**config.mk**
```make
export PLATFORM = sky130hd
export DESIGN_NAME = bus_arbiter
export DESIGN_NICKNAME = d
export VERILOG_FILES = /design/src/rtl/bus_arb_pkg.sv /design/src/rtl/bus_arbiter_rr_pick.sv /design/src/rtl/bus_arbiter.sv
export SDC_FILE = /design/constraint.sdc
export NUM_CORES = 1
export LEC_CHECK = 0
export CAP_MARGIN = 10
export CORE_ASPECT_RATIO = 1.1
export CORE_MARGIN = 2
export CORE_UTILIZATION = 50
export DETAILED_ROUTE_END_ITERATION = 8
export HOLD_SLACK_MARGIN = 0.12
export PLACE_DENSITY = 0.78
export SYNTH_ARGS = -nofsm -noshare
export SYNTH_HDL_FRONTEND = slang
export SYNTH_HIERARCHICAL = 1
export SYNTH_SLANG_ARGS = --single-unit
export TNS_END_PERCENT = 30
```
**constraint.sdc**
```tcl
create_clock -name clk -period 3.2 [get_ports clk]
set_input_delay 0.48 -clock clk [delete_from_list [all_inputs] [get_ports clk]]
set_output_delay 0.48 -clock clk [all_outputs]
set_load 0.005 [all_outputs]
```
**src/rtl/bus_arb_pkg.sv**
```systemverilog
// Shared definitions for the internal data bus arbiter.
package bus_arb_pkg;

    // FSM state encoding
    localparam logic [1:0] IDLE    = 2'd0;
    localparam logic [1:0] GRANT   = 2'd1;
    localparam logic [1:0] RELEASE = 2'd2;

    typedef enum logic [1:0] {
        ST_IDLE    = IDLE,
        ST_GRANT   = GRANT,
        ST_RELEASE = RELEASE
    } state_t;

    // Default bound on consecutive grant cycles per ownership
    localparam int MAX_HOLD_DEF = 16;

    // Requester indices on the down-sampling processor bus
    localparam int REQ_REGB = 0;
    localparam int REQ_MEM  = 1;
    localparam int REQ_ALU  = 2;
    localparam int REQ_IO   = 3;

endpackage

```
**src/rtl/bus_arbiter_rr_pick.sv**
```systemverilog
// Combinational rotating-priority selector: first set req bit at or above ptr, with wrap.
module rr_pick #(
    parameter int N_REQ = 4,
    parameter int SEL_W = $clog2(N_REQ)
) (
    input  logic [N_REQ-1:0] req,
    input  logic [SEL_W-1:0] ptr,
    output logic             valid,
    output logic [SEL_W-1:0] idx
);

    // Scan N_REQ positions starting at ptr; the first hit wins
    always_comb begin
        int j;
        j     = 0;
        valid = 1'b0;
        idx   = '0;
        for (int i = 0; i < N_REQ; i++) begin
            j = int'(ptr) + i;
            if (j >= N_REQ) j = j - N_REQ;
            if (!valid && req[j]) begin
                valid = 1'b1;
                idx   = SEL_W'(j);
            end
        end
    end

endmodule

```
**src/rtl/bus_arbiter.sv**
```systemverilog
// Round-robin bus arbiter: IDLE/GRANT/RELEASE sequencer with bounded hold and a
// one-cycle turnaround between owners. All outputs are registered.
module bus_arbiter
    import bus_arb_pkg::*;
#(
    parameter int N_REQ    = 4,
    parameter int SEL_W    = $clog2(N_REQ),
    parameter int MAX_HOLD = MAX_HOLD_DEF
) (
    input  logic             clk,
    input  logic             rst,
    input  logic [N_REQ-1:0] req,
    output logic [N_REQ-1:0] grant,
    output logic [SEL_W-1:0] bus_sel,
    output logic             bus_en,
    output logic             timeout,
    output logic             busy
);

    state_t           state, state_d;
    logic [N_REQ-1:0] grant_d;
    logic [SEL_W-1:0] sel_d;
    logic             en_d, to_d, busy_d;
    logic [SEL_W-1:0] ptr, ptr_d;
    logic [7:0]       cnt, cnt_d;

    logic             pick_valid;
    logic [SEL_W-1:0] pick_idx;

    rr_pick #(.N_REQ(N_REQ), .SEL_W(SEL_W)) u_pick (
        .req   (req),
        .ptr   (ptr),
        .valid (pick_valid),
        .idx   (pick_idx)
    );

    // Next-state and next-output logic; outputs are computed here and registered below
    always_comb begin
        state_d = state;
        grant_d = grant;
        sel_d   = bus_sel;
        en_d    = bus_en;
        to_d    = 1'b0;
        ptr_d   = ptr;
        cnt_d   = cnt;
        case (state)
            ST_GRANT: begin
                // bus_sel always names the owner while in GRANT
                if (!req[bus_sel]) begin
                    state_d = ST_RELEASE;
                    grant_d = '0;
                    en_d    = 1'b0;
                end else if (cnt == 8'(MAX_HOLD)) begin
                    state_d = ST_RELEASE;
                    grant_d = '0;
                    en_d    = 1'b0;
                    to_d    = 1'b1;
                end else begin
                    cnt_d = cnt + 8'd1;
                end
            end
            default: begin
                // IDLE and RELEASE both arbitrate
                if (pick_valid) begin
                    state_d = ST_GRANT;
                    grant_d = {{(N_REQ-1){1'b0}}, 1'b1} << pick_idx;
                    sel_d   = pick_idx;
                    en_d    = 1'b1;
                    cnt_d   = 8'd1;
                    ptr_d   = (pick_idx == SEL_W'(N_REQ-1)) ? '0 : pick_idx + SEL_W'(1);
                end else begin
                    state_d = ST_IDLE;
                    grant_d = '0;
                    en_d    = 1'b0;
                end
            end
        endcase
        busy_d = (state_d == ST_GRANT);
    end

    // State, pointer, counter and output registers with synchronous reset
    always_ff @(posedge clk) begin
        if (rst) begin
            state   <= ST_IDLE;
            grant   <= '0;
            bus_sel <= '0;
            bus_en  <= 1'b0;
            timeout <= 1'b0;
            busy    <= 1'b0;
            ptr     <= '0;
            cnt     <= 8'd0;
        end else begin
            state   <= state_d;
            grant   <= grant_d;
            bus_sel <= sel_d;
            bus_en  <= en_d;
            timeout <= to_d;
            busy    <= busy_d;
            ptr     <= ptr_d;
            cnt     <= cnt_d;
        end
    end

endmodule
```
==> run summary, run 1 <==
Status: finished clean
Worst EP required: 3.38 ns
Largest net degree at the start of global routing: 18
Dpl hpwl: 1560 µm
DRC viols: 0
CTS buffer count: 3
Hold buffers post-CTS: 0
Final TNS setup: 0 ns
Mean Syn Cell Area: 8.73 µm²
Maxcap violations: 0
Final Hold Viols: 0
Min Hold Slack: 0.508 ns
CTS tree: done
DR top layer: met4
Synth area leaders: dfxtp_1 (39%), ha_1 (7.0%), a21oi_1 (5.6%)
All-layer global routing usage: 19.6%
Die Y: 52.6 µm
Fin crit share: 67.7%
Initial DRC count: 15
Synth-to-layout area growth: 16.6%
R2R Setup Slk: 1.39 ns
Clk network pwr share: 22.5%
Share of layout cells above drive strength 1: 9.56%
Antenna violations before repair: 0
Vias in the first global route: 852
CP arrival: 2.35 ns
F_max: 0.462 GHz
Slew @ Worst Pin: 0.596 ns
Power Internal: 403 µW
Yosys warns: 6
Switching share of power: 31.0%
Synthesized area: 1070 µm²
Combinational Power Share: 25.9%
Overflow after GRT: 0
Endpoint, Worst Hold: bus_en
Share of the synthesized area in the top cell type: 39.2%
Latest clock arrival within the worst-skew pair: 0.31 ns
Commonest non-fill, non-tap cells in the layout: dfxtp_1 (21), clkdlybuf4s50_1 (14), nor2_1 (12), a21oi_1 (12), nand2_1 (11)
DR vias: 884
Root Buffer: clkbuf_4
Peak supply drop: 374 µV
RR Startpoint: ptr[0]
Pre-Repair DR Iteration Count: 4
Setup Buffers After CTS: 0
CTS Buffer Depth: 2
CTS resizes: 0
Most common cell after layout, fill and taps aside: dfxtp_1
Number of routed nets with antenna violations: 0
Post-synth top flop: dfxtp_1
Seq/Total Area, Yosys: 39.2%
Post-synth ARST share: 0%
Unrepaired setup endpoints after global routing: false
Initial Util: 53.1%
Clock skew: 0.00933 ns
Htree depth: 1
Met1 wire length: 924 µm
P_leak: 0.000490 µW
Setup CP Type: input pin to register
R2R cell count: 7
Die Wd: 48.2 µm
Drt via density: 5.39
Slew Viols, Final: 0
Critical hold path startpoint: bus_en
# diodes: 0
Placer Congestion: 0.854
Clock tree sinks: 21
Worst Hold Path Cells: 2
Layout Nets: 149
PwrDens: 467 nW/µm²
# port buffers: 14
Post-synth top area cell: dfxtp_1
Post-synth EDFFs: 0
Core ar.: 2020 µm²
Met2 wire length: 1070 µm
Post-route minimum period: 2.17 ns
Total wire length: 2090 µm
Reg clk slew, reported paths: 0.12 ns
Post-synth cell types: 37
Syn Inst Count: 123
DR WL met3: 74 µm
Site Rows: 17
Global-route wire length before repair: 3540 µm
WL/cell: 12.7 µm
Setup violators final: 0
Total power: 585 µW
Setup crit end kind: register
Post-synthesis register bit count: 21
Syn nets: 135
Sequential power share: 51.6%
CP max FO: 5
Die ar.: 2530 µm²
IO Pins: 15
FF-to-FF End: grant[2]
Worst Hold Class: register to register
CP startpoint kind: input pin
Slew margin rel.: 60.2%
Psw: 182 µW
[per-stage QoR]
stage                     instance area [µm²]  setup slack [ns]  instances  util (%)
final                                    1250              1.03        164      61.9
after global routing                     1250             0.893        164      61.9
after CTS                                1250              1.07        164      61.9
after detailed placement                 1220             0.730        160      60.4
after global placement                   1220             0.804        160      60.4
after floorplan                          1070              1.45        123         -
[synthesized netlist by cell type, types with 3 or more instances]
library cell  instances
o22ai_1               3
a22oi_1               4
dfxtp_1              21
nor2_1               12
xor2_1                4
ha_1                  6
nand3_1               5
a21oi_1              12
inv_1                 8
clkbuf_1              3
nand2_1              11
nand2b_1              4
[logic make-up (layout without fill, tap and decap cells)]
group	after synthesis	count (layout)	share of synthesized area, %
AO/OA/AOI/OAI	27	27	17.4
XOR/XNOR	4	4	3.26
adder cells (fa/ha/maj)	6	6	6.99
AND/OR/NAND/NOR	49	49	25.6
flip-flops	21	21	39.2
multiplexers	2	2	1.86
buffers and inverters	14	27	5.71
[worst max path at each step]
stage / endpoint / cells after the start / slack, ns / start
2_1_floorplan: grant[0] / 7 / 1.45 / req[1]
3_3_place_gp: grant[0] / 8 / 0.80 / req[1]
3_5_place_dp: ptr[1] / 8 / 0.73 / req[1]
4_1_cts: grant[2] / 8 / 1.07 / req[1]
5_1_grt: grant[2] / 8 / 0.89 / req[1]
6_report: grant[2] / 8 / 1.03 / req[1]
[state kept, by name (all words and copies together), names as in the netlist]
register  cells
busy          1
grant         4
cnt           8
timeout       1
ptr           2
bus_sel       2
bus_en        1
state         2
[critical path: stages]
cell,delay (ns)
clkdlybuf4s50_1,0.52
inv_1,0.08
a221o_1,0.34
a21oi_1,0.35
inv_1,0.13
ha_1,0.22
a22oi_1,0.17
nor2_1,0.06
[power by group through the flow]
| stage | combinational, µW | clock [µW] | sequential, µW |
|---|---|---|---|
| finish | 152 | 132 | 302 |
| global route | 170 | 147 | 305 |
| CTS | 153 | 139 | 302 |
| detailed placement | 152 | 0 | 307 |
| global placement | 147 | 0 | 306 |
| floorplan | 105 | 0 | 305 |
[area by class of cell]
cell class,instances,area [µm²]
fill,176,769
clock buffer,3,22.5
timing repair buffer,14,140
clock inverter,1,7.51
sequential,21,420
tap,28,35.0
inverter,9,33.8
multi-input combinational,88,592
[metal layers]
layer	track usage, %	vias up
met1	23.1	414
met3	6.55	2
li1	-	449
met5	0	-
met4	4.05	0
met2	33.6	19
Note: power is estimated with default switching activity, not from simulation.
==> inputs of run 2 (changes only) <==
CORE_UTILIZATION = 47   (was 50)
PLACE_DENSITY = 0.77   (was 0.78)
clock period = 1.9 ns   (was 3.2 ns; I/O delays follow)
==> run summary, run 2 (synthesis gave the netlist of run 1 again) <==
CP startpoint kind: input pin
Largest net degree at the start of global routing: 15 (-3)
Slew margin rel.: 74.4% (+14 points)
Core ar.: 2210 µm² (+9.2%)
F_max: 0.574 GHz
# diodes: 0 (unchanged)
Psw: 316 µW (+74%)
DRC viols: 0 (unchanged)
Min Hold Slack: 0.508 ns (+0.000322 ns)
CTS resizes: 0 (unchanged)
Switching share of power: 31.1% (+0.088 points)
Power Internal: 699 µW (+73%)
Placer Congestion: 0.818 (-4.2%)
Post-route minimum period: 1.74 ns
Initial DRC count: 23 (+8)
CTS Buffer Depth: 2 (unchanged)
Final Hold Viols: 0 (unchanged)
Global-route wire length before repair: 3440 µm (-2.9%)
CP arrival: 1.96 ns (-0.39 ns)
Latest clock arrival within the worst-skew pair: 0.31 ns (about the same)
Worst Hold Path Cells: 2 (unchanged)
Status: finished clean
Max reg flops: 8 (unchanged)
Clock tree sinks: 21 (unchanged)
FF-to-FF End: grant[0]
Worst EP required: 2.12 ns (-1.26 ns)
Share of layout cells above drive strength 1: 13.4% (+3.8 points)
Sequential power share: 50.0% (-1.6 points)
Largest reg by FF count: cnt
Pre-Repair DR Iteration Count: 4 (unchanged)
Peak supply drop: 597 µV (+59%)
Slew @ Worst Pin: 0.374 ns (-0.222 ns)
Setup Buffers After CTS: 0 (unchanged)
Drt via density: 5.28 (-2.0%)
Slew Viols, Final: 0 (unchanged)
Cell Count, Final, Fillers Out: 172 (+4.9%)
Clk network pwr share: 21.9% (-0.6 points)
Die Wd: 49.6 µm (+2.9%)
Antenna violations before repair: 0 (unchanged)
CP Buf/Inv Count: 4 (+1)
PwrDens: 783 nW/µm² (+68%)
Commonest non-fill, non-tap cells in the layout: dfxtp_1 (21), clkdlybuf4s50_1 (14), nor2_1 (12), a21oi_1 (12), nand2_1 (11)
Synth-to-layout area growth: 20.7%
Top delay family on crit path: buffers and inverters
Vias in the first global route: 806 (-5.4%)
Worst path cell trace: clkdlybuf4s50_1, inv_1, a221o_1, a21oi_1, buf_4, inv_1, ha_1, a22oi_1, nor2_1
Fin area: 1300 µm² (+3.6%)
R2R Setup Slk: 0.22 ns (-1.17 ns)
Combinational Power Share: 28.2% (+2.3 points)
Largest regs: cnt: 8 flops, grant: 4 flops
Clock skew: 0.00195 ns (-0.00738 ns)
Maxcap violations: 0 (unchanged)
Reg clk slew, reported paths: 0.12 ns (about the same)
Unrepaired setup endpoints after global routing: false
Overflow after GRT: 0 (unchanged)
Critical hold path startpoint: bus_en
Hold buffers post-CTS: 0 (unchanged)
Initial Util: 48.6% (-4.5 points)
CTS tree: done
Dpl hpwl: 1580 µm (+1.5%)
WL/cell: 12.5 µm (-2.0%)
Total wire length: 2140 µm (+2.8%)
P_leak: 0.000523 µW (+6.8%)
Setup violators final: 0 (unchanged)
Endpoint, Worst Hold: bus_en
Placed cell areas: 1270 µm² (+3.9%)
CP max FO: 4 (-1)
# port buffers: 14 (unchanged)
Most common cell after layout, fill and taps aside: dfxtp_1
Root Buffer: clkbuf_4
Number of routed nets with antenna violations: 0 (unchanged)
Fin crit share: 91.6%
Fill cell count: 207 (+18%)
Die ar.: 2680 µm² (+5.9%)
Setup CP Type: input pin to register
Final Util: 58.7% (-3.2 points)
Most used cell along the critical path: inv_1
Total power: 1010 µW (+74%)
All-layer global routing usage: 17.2% (-2.4 points)
Setup crit end kind: register
CTS buffer count: 3 (unchanged)
Die Y: 54.1 µm (+2.9%)
IO Pins: 15 (unchanged)
Post-Place Cells: 168 (+5.0%)
R2R cell count: 8 (+1)
RR Startpoint: ptr[0]
DR vias: 909 (+2.8%)
Largest stage delay, worst path: 0.48 ns (-0.04 ns)
Layout Nets: 155 (+4.0%)
Slowest CP cell: clkdlybuf4s50_1
Worst Hold Class: register to register
Htree depth: 1 (unchanged)
Site Rows: 18 (+1)
[run 2: changes by cell type in the layout (fill, tap and decap cells not counted)]
| cell | before | now |
|---|---|---|
| clkinv_2 | 0 | 1 |
| clkinvlp_4 | 1 | 0 |
| buf_4 | 0 | 6 |
[run 2: worst max-delay path by stage]
stage | cells past startpoint | slack [ns] | start | to
2_1_floorplan | 7 | 0.30 | ptr[0] | grant[0]
3_3_place_gp | 9 | -0.11 | req[1] | grant[0]
3_5_place_dp | 9 | -0.16 | req[1] | grant[0]
4_1_cts | 9 | 0.19 | req[1] | grant[0]
5_1_grt | 9 | 0.09 | req[1] | grant[2]
6_report | 9 | 0.16 | req[1] | grant[0]
[run 2: worst min-delay path: cells and delay by family (launching register included)]
kind / cells / cell delay, ns
DFF: 1 / 0.35
and+or+nand+nor: 1 / 0.07
AOI/OAI and AO/OA: 1 / 0.06
[run 2: power by group through the flow]
stage,Sequential [µW],Clock [µW],Combinational (µW)
final,507,222,286
after global routing,512,252,312
after CTS,507,233,286
after detailed placement,517,0,284
after global placement,515,0,276
after floorplan,513,0,177
[run 2: area by class of cell]
class	count	area (µm²)	share of cell area [%]
clock buffers	3	22.5	1.74
clock inverters	1	5.00	0.386
inverters	9	33.8	2.61
multi-input cells	88	592	45.7
flip-flops and latches	21	420	32.4
well taps	30	37.5	2.90
repair buffers	20	185	14.3
[run 2: routing by layer]
metal / track usage (%) / share of wire [%] / vias to the layer above
met5: 0 / 0 / -
met4: 12.5 / 2.9 / 0
met3: 4.17 / 4.5 / 8
met2: 29.1 / 47 / 27
met1: 19.3 / 45 / 410
li1: - / - / 464
[run 2: stage by stage]
step                setup WS (ns)  setup TNS, ns
CTS                         0.188              0
global placement           -0.110         -0.400
finish                      0.159              0
global route               0.0907              0
detailed placement         -0.159         -0.721
floorplan                   0.302              0
==> inputs of run 3 (changes only) <==
GPL_TIMING_DRIVEN = 1   (was unset)
==> results of run 3 <==
Same layout as run 2: the final DEF is identical, and so are final timing and power.
